$ cat config.mk
export PLATFORM = sky130hd
export DESIGN_NAME = mem_access_initiator
export DESIGN_NICKNAME = d
export VERILOG_FILES = /design/src/rtl/mem_access_initiator_pkg.sv /design/src/rtl/mem_access_initiator_lane.sv /design/src/rtl/mem_access_initiator.sv
export SDC_FILE = /design/constraint.sdc
export NUM_CORES = 1
export LEC_CHECK = 0
export CELL_PAD_IN_SITES_DETAIL_PLACEMENT = 0
export CELL_PAD_IN_SITES_GLOBAL_PLACEMENT = 1
export CORE_AREA = 2 2 88 175
export DETAILED_ROUTE_END_ITERATION = 10
export DIE_AREA = 0 0 90 177
export PLACE_DENSITY = 0.92
export SETUP_SLACK_MARGIN = 0.1
export SYNTH_ARGS = -nofsm -noshare
export SYNTH_HDL_FRONTEND = slang
export SYNTH_SLANG_ARGS = --single-unit
$ cat constraint.sdc
create_clock -name clk -period 3.6 [get_ports clk]
set_clock_uncertainty 0.05 [all_clocks]
set_input_delay 0.72 -clock clk [delete_from_list [all_inputs] [get_ports clk]]
set_output_delay 0.72 -clock clk [all_outputs]
set_load 0.005 [all_outputs]
$ cat src/rtl/mem_access_initiator_pkg.sv
// Shared main-memory port types, access sizes, initiator states and lane-select helpers.
// Latency: none (types and pure functions only).
// Backpressure: n/a; the wait_for_mem field of PortOut_MainMem carries the memory stall.
package mem_access_initiator_pkg;

  localparam int unsigned DataWidth = 32;
  localparam int unsigned AddrWidth = 32;

  typedef enum logic {
    DiatRead  = 1'b0,
    DiatWrite = 1'b1
  } DataInoutAccessType;

  // Encoding 3 is illegal and rejected at accept time.
  typedef enum logic [1:0] {
    Sz32 = 2'd0,
    Sz16 = 2'd1,
    Sz8  = 2'd2
  } MemAccessSize;

  typedef enum logic [2:0] {
    IDLE,
    READ,
    CAPTURE,
    RMW_READ,
    RMW_MERGE,
    WRITE,
    DONE
  } StateMemInit;

  typedef struct packed {
    logic                   req_mem_access;
    logic [AddrWidth-1:0]   addr;
    logic [DataWidth-1:0]   data;
    DataInoutAccessType     data_inout_access_type;
  } PortIn_MainMem;

  typedef struct packed {
    logic [DataWidth-1:0]   data;
    logic                   wait_for_mem;
  } PortOut_MainMem;

  localparam logic [31:0] LaneMask8  = 32'h0000_00ff;
  localparam logic [31:0] LaneMask16 = 32'h0000_ffff;
  localparam logic [31:0] LaneMask32 = 32'hffff_ffff;

  // Right-justified lane mask for an access size.
  function automatic logic [31:0] lane_mask(input logic [1:0] size);
    case (size)
      Sz8:     lane_mask = LaneMask8;
      Sz16:    lane_mask = LaneMask16;
      default: lane_mask = LaneMask32;
    endcase
  endfunction

  // Big-endian lane position: byte offset 0 is the most significant byte,
  // so a byte sits (3 - offset) * 8 bits up and a halfword at 16 or 0.
  function automatic logic [4:0] lane_shift(input logic [1:0] size, input logic [1:0] offset);
    case (size)
      Sz8:     lane_shift = {~offset, 3'b000};
      Sz16:    lane_shift = offset[1] ? 5'd0 : 5'd16;
      default: lane_shift = 5'd0;
    endcase
  endfunction

endpackage

$ cat src/rtl/mem_access_initiator_lane.sv
// Big-endian lane unit: extracts a zero-extended load value and builds the merged store word.
// Latency: combinational.
// Backpressure: none; the merge output exists only with OPT_MEM_SUBWORD_WRITE_EN defined.
module mem_lane_unit
  import mem_access_initiator_pkg::*;
(
  input  logic [31:0] word,
  input  logic [1:0]  offset,
  input  logic [1:0]  size,
`ifdef OPT_MEM_SUBWORD_WRITE_EN
  input  logic [31:0] store_data,
  output logic [31:0] merged_word,
`endif
  output logic [31:0] load_data
);

  logic [4:0]  shift;
  logic [31:0] mask;

  // Shift the addressed lane down for loads and, when enabled, splice store lanes in.
  always_comb begin
    shift     = lane_shift(size, offset);
    mask      = lane_mask(size);
    load_data = (word >> shift) & mask;
`ifdef OPT_MEM_SUBWORD_WRITE_EN
    merged_word = (word & ~(mask << shift)) | ((store_data & mask) << shift);
`endif
  end

endmodule

$ cat src/rtl/mem_access_initiator.sv
// CPU-side initiator for MainMem: one load/store at a time, sub-word loads, RMW sub-word stores.
// Latency: load 3, word store 2, sub-word store 5, error 1 cycles from accept (+1 per wait cycle).
// Backpressure: issuing states hold while in_mem.wait_for_mem; CPU requests while busy are dropped.
// Optional: OPT_MEM_SUBWORD_WRITE_EN enables the Sz16/Sz8 store read-modify-write path.
module mem_access_initiator
  import mem_access_initiator_pkg::*;
(
  input  logic           clk,
  input  logic           reset_n,
  input  logic           in_cpu_req,
  input  logic           in_cpu_write,
  input  logic [1:0]     in_cpu_size,
  input  logic [31:0]    in_cpu_addr,
  input  logic [31:0]    in_cpu_data,
  output logic           out_cpu_busy,
  output logic           out_cpu_done,
  output logic           out_cpu_err,
  output logic [31:0]    out_cpu_data,
  output PortIn_MainMem  out_mem,
  input  PortOut_MainMem in_mem
);

  StateMemInit state;
  logic [1:0]  size_q;
  logic [31:0] addr_q;
  logic [31:0] wr_word;   // store data, replaced by the merged word on the RMW path
  logic [31:0] lane_word;
  logic [31:0] load_data;
  logic        reject;
`ifdef OPT_MEM_SUBWORD_WRITE_EN
  logic        write_q;
  logic [31:0] rdata_q;
  logic [31:0] merged_word;
`endif

  // Legality of the request presented in IDLE: size encoding, alignment, supported store size.
  always_comb begin
    reject = (in_cpu_size == 2'd3)
          || ((in_cpu_size == Sz16) && in_cpu_addr[0])
          || ((in_cpu_size == Sz32) && (in_cpu_addr[1:0] != 2'b00));
`ifndef OPT_MEM_SUBWORD_WRITE_EN
    reject = reject || (in_cpu_write && (in_cpu_size != Sz32));
`endif
  end

  // Loads extract from the live RAM output; the merge works on the word captured earlier.
  always_comb begin
`ifdef OPT_MEM_SUBWORD_WRITE_EN
    lane_word = (state == RMW_MERGE) ? rdata_q : in_mem.data;
`else
    lane_word = in_mem.data;
`endif
  end

  mem_lane_unit u_lane (
    .word        (lane_word),
    .offset      (addr_q[1:0]),
    .size        (size_q),
`ifdef OPT_MEM_SUBWORD_WRITE_EN
    .store_data  (wr_word),
    .merged_word (merged_word),
`endif
    .load_data   (load_data)
  );

  // Control FSM with busy/done/err/load result registered alongside the state.
  always_ff @(posedge clk) begin
    if (!reset_n) begin
      state        <= IDLE;
      out_cpu_busy <= 1'b0;
      out_cpu_done <= 1'b0;
      out_cpu_err  <= 1'b0;
      out_cpu_data <= '0;
      size_q       <= '0;
      addr_q       <= '0;
      wr_word      <= '0;
`ifdef OPT_MEM_SUBWORD_WRITE_EN
      write_q      <= 1'b0;
      rdata_q      <= '0;
`endif
    end else begin
      out_cpu_done <= 1'b0;
      out_cpu_err  <= 1'b0;
      case (state)
        IDLE: begin
          if (in_cpu_req) begin
            size_q       <= in_cpu_size;
            addr_q       <= in_cpu_addr;
            wr_word      <= in_cpu_data;
            out_cpu_busy <= 1'b1;
`ifdef OPT_MEM_SUBWORD_WRITE_EN
            write_q      <= in_cpu_write;
`endif
            if (reject) begin
              state        <= DONE;
              out_cpu_done <= 1'b1;
              out_cpu_err  <= 1'b1;
            end else if (!in_cpu_write) begin
              state <= READ;
            end else begin
`ifdef OPT_MEM_SUBWORD_WRITE_EN
              state <= (in_cpu_size == Sz32) ? WRITE : RMW_READ;
`else
              state <= WRITE;
`endif
            end
          end
        end
        READ: begin
          if (!in_mem.wait_for_mem) state <= CAPTURE;
        end
`ifdef OPT_MEM_SUBWORD_WRITE_EN
        RMW_READ: begin
          if (!in_mem.wait_for_mem) state <= CAPTURE;
        end
        RMW_MERGE: begin
          wr_word <= merged_word;
          state   <= WRITE;
        end
        CAPTURE: begin
          if (write_q) begin
            rdata_q <= in_mem.data;
            state   <= RMW_MERGE;
          end else begin
            out_cpu_data <= load_data;
            out_cpu_done <= 1'b1;
            state        <= DONE;
          end
        end
`else
        CAPTURE: begin
          out_cpu_data <= load_data;
          out_cpu_done <= 1'b1;
          state        <= DONE;
        end
`endif
        WRITE: begin
          if (!in_mem.wait_for_mem) begin
            out_cpu_done <= 1'b1;
            state        <= DONE;
          end
        end
        default: begin
          out_cpu_busy <= 1'b0;
          state        <= IDLE;
        end
      endcase
    end
  end

  // Memory request decode; the request is gated by reset so a reset mid-WRITE never stores.
  always_comb begin
    out_mem                        = '0;
    out_mem.addr                   = {addr_q[31:2], 2'b00};
    out_mem.data                   = wr_word;
    out_mem.data_inout_access_type = (state == WRITE) ? DiatWrite : DiatRead;
`ifdef OPT_MEM_SUBWORD_WRITE_EN
    out_mem.req_mem_access = reset_n && ((state == READ) || (state == RMW_READ) || (state == WRITE));
`else
    out_mem.req_mem_access = reset_n && ((state == READ) || (state == WRITE));
`endif
  end

endmodule
==> results.sh, run 1 <==
export IMPL_fmax_mhz=377
export IMPL_slew_headroom=0.289
export IMPL_power_density_nw_per_um2=445
export IMPL_initialDrtViolationCount=162
export IMPL_drt_pre_antenna_iters=4
export IMPL_area_sequential_um2=2080
export IMPL_synth_edf_count=0
export IMPL_clk_pin_slew_ns=0.06
export IMPL_vias_per_cell=4.80
export IMPL_track_usage=0.161
export IMPL_syn_area_per_cell_um2=8.33
export IMPL_detailed_place_hpwl_um=9490
export IMPL_tightest_slew_ns=1.07
export IMPL_start_util=0.303
export IMPL_grt_max_degree=56
export IMPL_net_switching_power_mw=0.777
export IMPL_diodes=0
export IMPL_n_fill_cell=1437
export IMPL_cp_cell_sequence="clkdlybuf4s50_1 -> and2_1 -> clkdlybuf4s50_1"
export IMPL_nets=788
export IMPL_ys_top_cells_by_area="dfxtp_1, nand2_1, a21oi_1, buf_4, mux2i_1"
export IMPL_wire_per_inst_um=14.7
export IMPL_cellInternalPower_mw=2.17
export IMPL_timing_setup_tns_ns=0
export IMPL_crit_family="buffers and inverters"
export IMPL_drv_slew=0
export IMPL_synthArstFlopShare=0
export IMPL_pwr_share_clk=0.328
export IMPL_crit_path_start_kind="input pin"
export IMPL_fin_crit_ns=2.65
export IMPL_synth_seq_cells=104
export IMPL_path_buf_inv=2
export IMPL_row_count=63
export IMPL_p_sw_frac=0.263
export IMPL_fp_dieH_um=177
export IMPL_synth_cells=533
export IMPL_end_kind="output port"
export IMPL_yosys_warnings=0
export IMPL_rsz0062_at_grt="no"
export IMPL_post_place_ws_ns=0.784
export IMPL_hp_class="flip-flop to flip-flop"
export IMPL_power_frac_comb=0.229
export IMPL_crit_path_max_incr_delay_ns=0.53
export IMPL_cts_root_buffer="clkbuf_16"
export IMPL_timing_hold_ws_ns=0.404
export IMPL_hold_viol_final=0
export IMPL_cts_hold_buf=0
export IMPL_multiInputGateArea_um2=1930
export IMPL_core_area_um2=14700
export IMPL_crit_type="input pin to output port"
export IMPL_grt_antenna_before_repair=0
export IMPL_fin_ws_ns=0.949
export IMPL_yosys_top_cells_count="nand2_1, dfxtp_1, a21oi_1"
export IMPL_portBuffers=201
export IMPL_overflow=0
export IMPL_peakVddDrop_mv=0.264
export IMPL_outcome="complete, no violations"
export IMPL_drc_errors=0
export IMPL_arrival_ns=1.88
export IMPL_insertion_delay_ns=0.34
export IMPL_htreeDepth=3
export IMPL_totalPowerFinal_mw=2.95
export IMPL_drv_cap=0
export IMPL_crit_fanout=3
export IMPL_syn_to_final_growth_pct=49.5
export IMPL_grt_pass1_wl_um=20900
export IMPL_fin_crit_sh=0.736
export IMPL_pwr_share_seq=0.443
export IMPL_synth_area_um2=4440
export IMPL_cts_setup_buffers=0
export IMPL_dieWidth_um=90
export IMPL_drt_antenna_violating_nets=0
export IMPL_yosysSeqAreaShare=0.469
export IMPL_layout_drive_gt1_share=0.0496
export IMPL_yosys_area_top_type_share=0.469
export IMPL_cts_resized=0
export IMPL_cp_slowest_cell="clkdlybuf4s50_1"
export IMPL_via_count=4227
export IMPL_wirelength_um=13000
export IMPL_synth_top_area_cell="dfxtp_1"
export IMPL_pin_count=204
export IMPL_grt_pass1_vias=4094
export IMPL_synth_cell_types=41
export IMPL_cts_buffer_depth=2
export IMPL_p_leak_nw=2.39
export IMPL_gp_congestion=0.790
export IMPL_tritoncts="yes"
export IMPL_setup_violations=0
export IMPL_path_common_cell="clkdlybuf4s50_1"
export IMPL_synth_most_common_cell="nand2_1"
export IMPL_cts_sinks=104
export IMPL_die_area_um2=15900
export IMPL_worstPathRequired_ns=2.83
export IMPL_numCtsBuffers=9
export IMPL_synth_top_flop_cell="dfxtp_1"
-- final timing paths --
| check | start | end | slack [ns] | cells past startpoint |
|---|---|---|---|---|
| setup / recovery | reset_n | out_mem[65] | 0.95 | 3 |
| hold / removal | wr_word[7] | wr_word[7] | 0.40 | 2 |
| setup reg to reg | state[1] | out_cpu_data[1] | 1.17 | 3 |
| hold reg to reg | wr_word[7] | wr_word[7] | 0.40 | 2 |
-- power groups by stage --
stage	clock [mW]	combinational, mW	sequential [mW]
floorplan	0	0.343	1.33
global placement	0	0.667	1.33
detailed placement	0	0.679	1.33
CTS	0.994	0.683	1.31
global route	1.04	0.742	1.32
finish	0.967	0.676	1.31
-- kinds of logic after synthesis --
group,synth area share
flops,0.469
mux,0.0361
other cells,0.000845
buf+inv,0.0970
fa+ha+maj,0.00846
simple gates,0.199
compound gates,0.189
-- per-layer routing --
metal	global-route usage	routed length [um]	vias up	share of wire
li1	-	-	2067	-
met1	0.198	5630	1954	0.43
met2	0.259	5880	190	0.45
met3	0.0630	1240	16	0.096
met4	0.0506	213	0	0.016
met5	0	0	-	0
-- cells in the final DEF, fill, tap and decap left out, types with 3 or more instances in the layout --
| master | count |
|---|---|
| clkbuf_16 | 9 |
| inv_1 | 5 |
| clkdlybuf4s50_1 | 201 |
| nand2_1 | 150 |
| or3_1 | 3 |
| dfxtp_1 | 104 |
| o21ai_0 | 4 |
| a2bb2oi_1 | 8 |
| a22oi_1 | 8 |
| mux2i_1 | 16 |
| o221ai_2 | 8 |
| nand3_1 | 10 |
| nor2_1 | 19 |
| a31oi_1 | 8 |
| o21bai_1 | 8 |
| a22o_1 | 8 |
| nor2b_1 | 3 |
| a21oi_1 | 68 |
| nor3_1 | 10 |
| buf_4 | 4 |
| ha_1 | 3 |
-- stage by stage --
stage	instances	area, um2	utilization
floorplan	534	4440	-
global placement	866	6340	0.433
detailed placement	866	6340	0.433
CTS	881	6630	0.452
global route	881	6630	0.452
finish	881	6630	0.452
-- flip-flops by register name, summed over array words and instances, names as in the netlist --
| register | flops |
|---|---|
| addr_q | 32 |
| out_cpu_busy | 1 |
| out_cpu_data | 32 |
| out_cpu_done | 1 |
| out_cpu_err | 1 |
| size_q | 2 |
| state | 3 |
| wr_word | 32 |
-- worst reg2reg max path, stage by stage, from the launching register on --
cell	delay (ns)
dfxtp_1	0.49
or3b_1	0.82
or3_1	0.74
o221ai_2	0.25
-- final cells by class --
class	instances	share of cell area
clock buffers	12	0.0372
flip-flops and latches	104	0.314
well taps	195	0.0368
repair buffers	206	0.311
multi-input cells	355	0.291
clock inverters	3	0.00641
inverters	6	0.00340
Note: power is estimated with default switching activity, not from simulation.
==> inputs of run 2 (changes only) <==
--- a/config.mk
+++ b/config.mk
@@ -7,10 +7,10 @@
 export LEC_CHECK = 0
 export CELL_PAD_IN_SITES_DETAIL_PLACEMENT = 0
 export CELL_PAD_IN_SITES_GLOBAL_PLACEMENT = 1
-export CORE_AREA = 2 2 88 175
+export CORE_AREA = 2 2 91 180
 export DETAILED_ROUTE_END_ITERATION = 10
-export DIE_AREA = 0 0 90 177
-export PLACE_DENSITY = 0.92
+export DIE_AREA = 0 0 93 182
+export PLACE_DENSITY = 0.87
 export SETUP_SLACK_MARGIN = 0.1
 export SYNTH_ARGS = -nofsm -noshare
 export SYNTH_HDL_FRONTEND = slang
==> constraint.sdc (replaced) <==
create_clock -name clk -period 2.7 [get_ports clk]
set_clock_uncertainty 0.05 [all_clocks]
set_input_delay 0.54 -clock clk [delete_from_list [all_inputs] [get_ports clk]]
set_output_delay 0.54 -clock clk [all_outputs]
set_load 0.005 [all_outputs]
==> run 2 against run 1 <==
  * Clock power is 35% higher
  * Die area is 6.3% higher
  * Global-route usage decreased by 1.3 points
  * Critical endpoint unchanged
  * Largest cell class is now buffers
  * Largest power group unchanged
==> results.sh, run 2 (synthesized netlist as in run 1, its figures left out) <==
export IMPL_outcome="complete, no violations"
export IMPL_regToRegStartpoint="size_q[0]"
export IMPL_crit_fanout=3
export IMPL_grt_pass1_wl_um=20300
export IMPL_cts_buffer_depth=2
export IMPL_cts_resized=0
export IMPL_wire_per_inst_um=14.4
export IMPL_tightest_slew_ns=0.662
export IMPL_drv_slew=0
export IMPL_nets=794
export IMPL_syn_to_final_growth_pct=50.6
export IMPL_cp_slowest_cell="clkdlybuf4s50_1"
export IMPL_crit_type="input pin to output port"
export IMPL_row_count=65
export IMPL_final_cell_mix="clkdlybuf4s50_1, nand2_1, dfxtp_1"
export IMPL_gp_congestion=0.806
export IMPL_grt_max_degree=48
export IMPL_die_area_um2=16900
export IMPL_cts_root_buffer="clkbuf_16"
export IMPL_cp_cell_sequence="clkdlybuf4s50_1 -> and2_1 -> clkdlybuf4s50_1"
export IMPL_final_common_cell="clkdlybuf4s50_1"
export IMPL_grt_antenna_before_repair=0
export IMPL_initialDrtViolationCount=165
export IMPL_drt_pre_antenna_iters=4
export IMPL_fp_dieH_um=182
export IMPL_htreeDepth=3
export IMPL_fin_crit_ns=2.33
export IMPL_slew_headroom=0.559
export IMPL_worstPathRequired_ns=2.11
export IMPL_insertion_delay_ns=0.34
export IMPL_hp_class="flip-flop to flip-flop"
export IMPL_end_kind="output port"
export IMPL_timing_rr_end="out_cpu_data[7]"
export IMPL_dieWidth_um=93
export IMPL_timing_hold_ws_ns=0.402
export IMPL_vias_per_cell=4.65
export IMPL_peakVddDrop_mv=0.297
export IMPL_cts_hold_buf=0
export IMPL_fin_crit_sh=0.862
export IMPL_arrival_ns=1.74
export IMPL_p_leak_nw=2.42
export IMPL_wl_met2_um=5610
export IMPL_reg2regPathDepth=6
export IMPL_path_common_cell="clkdlybuf4s50_1"
export IMPL_drc_errors=0
export IMPL_tritoncts="yes"
export IMPL_overflow=0
export IMPL_largestRegisters="addr_q: 32 flops, out_cpu_data: 32 flops, wr_word: 32 flops"
export IMPL_top_layer="met4"
export IMPL_detailed_place_hpwl_um=9500
export IMPL_n_fill_cell=1575
export IMPL_holdPathEnd="wr_word[25]"
export IMPL_crit_path_start_kind="input pin"
export IMPL_via_count=4159
export IMPL_cts_sinks=104
export IMPL_rsz0062_at_grt="no"
export IMPL_fmax_mhz=429
export IMPL_setup_violations=0
export IMPL_diodes=0
export IMPL_min_from="wr_word[25]"
export IMPL_drt_antenna_violating_nets=0
export IMPL_wl_met1_um=5560
export IMPL_start_util=0.284
export IMPL_crit_path_max_incr_delay_ns=0.53
export IMPL_drv_cap=0
export IMPL_layout_drive_gt1_share=0.0606
export IMPL_power_density_nw_per_um2=593
export IMPL_cts_setup_buffers=0
export IMPL_numCtsBuffers=9
export IMPL_wl_met3_um=1440
export IMPL_wirelength_um=12800
export IMPL_hold_depth=2
export IMPL_r2r_slack_ns=0.49
export IMPL_portBuffers=201
export IMPL_core_area_um2=15600
export IMPL_timing_setup_tns_ns=0
export IMPL_grt_pass1_vias=4030
export IMPL_hold_viol_final=0
export IMPL_clk_pin_slew_ns=0.07
export IMPL_pin_count=204
export IMPL_track_usage=0.148
## run 2: how the worst max path moves through the flow
stage | cells past startpoint | to | start
global route | 4 | out_mem[0] | state[1]
global placement | 3 | out_mem[65] | reset_n
detailed placement | 3 | out_mem[65] | reset_n
finish | 3 | out_mem[65] | reset_n
CTS | 3 | out_mem[65] | state[1]
floorplan | 8 | out_cpu_data[5] | size_q[0]
## run 2: cell type report
class / count / area [um2] / share of cell area
Inverter: 6 / 22.5 / 0.00337
Sequential cell: 104 / 2080 / 0.312
Timing Repair Buffer: 212 / 2090 / 0.313
Clock inverter: 5 / 56.3 / 0.00843
Clock buffer: 11 / 243 / 0.0363
Multi-Input combinational cell: 355 / 1930 / 0.289
Tap cell: 201 / 251 / 0.0376
## run 2: per-stage QoR
stage	util	area (um2)	cells	setup slack [ns]	power [mW]
5_1_grt	0.428	6680	894	0.283	4.16
2_1_floorplan	-	4440	534	0.613	2.23
6_report	0.428	6680	894	0.372	3.96
3_5_place_dp	0.409	6380	878	0.376	2.69
3_3_place_gp	0.409	6380	878	0.363	2.68
4_1_cts	0.428	6680	894	0.367	4.01
## run 2: report_power, final
part	internal, mW	switching (mW)	leakage (nW)
logic	0.498	0.409	1.42
registers	1.67	0.0744	0.850
clock network	0.743	0.568	0.145
## run 2: worst max-delay path: cells and delay by family
kind | cells | cell delay (ns)
simple gates | 1 | 0.18
buf+inv | 2 | 1.02
## run 2: metal layers
metal / vias to the layer above / track usage
li1: 2073 / -
met1: 1866 / 0.189
met2: 203 / 0.226
met3: 17 / 0.0589
met4: 0 / 0.0518
met5: - / 0
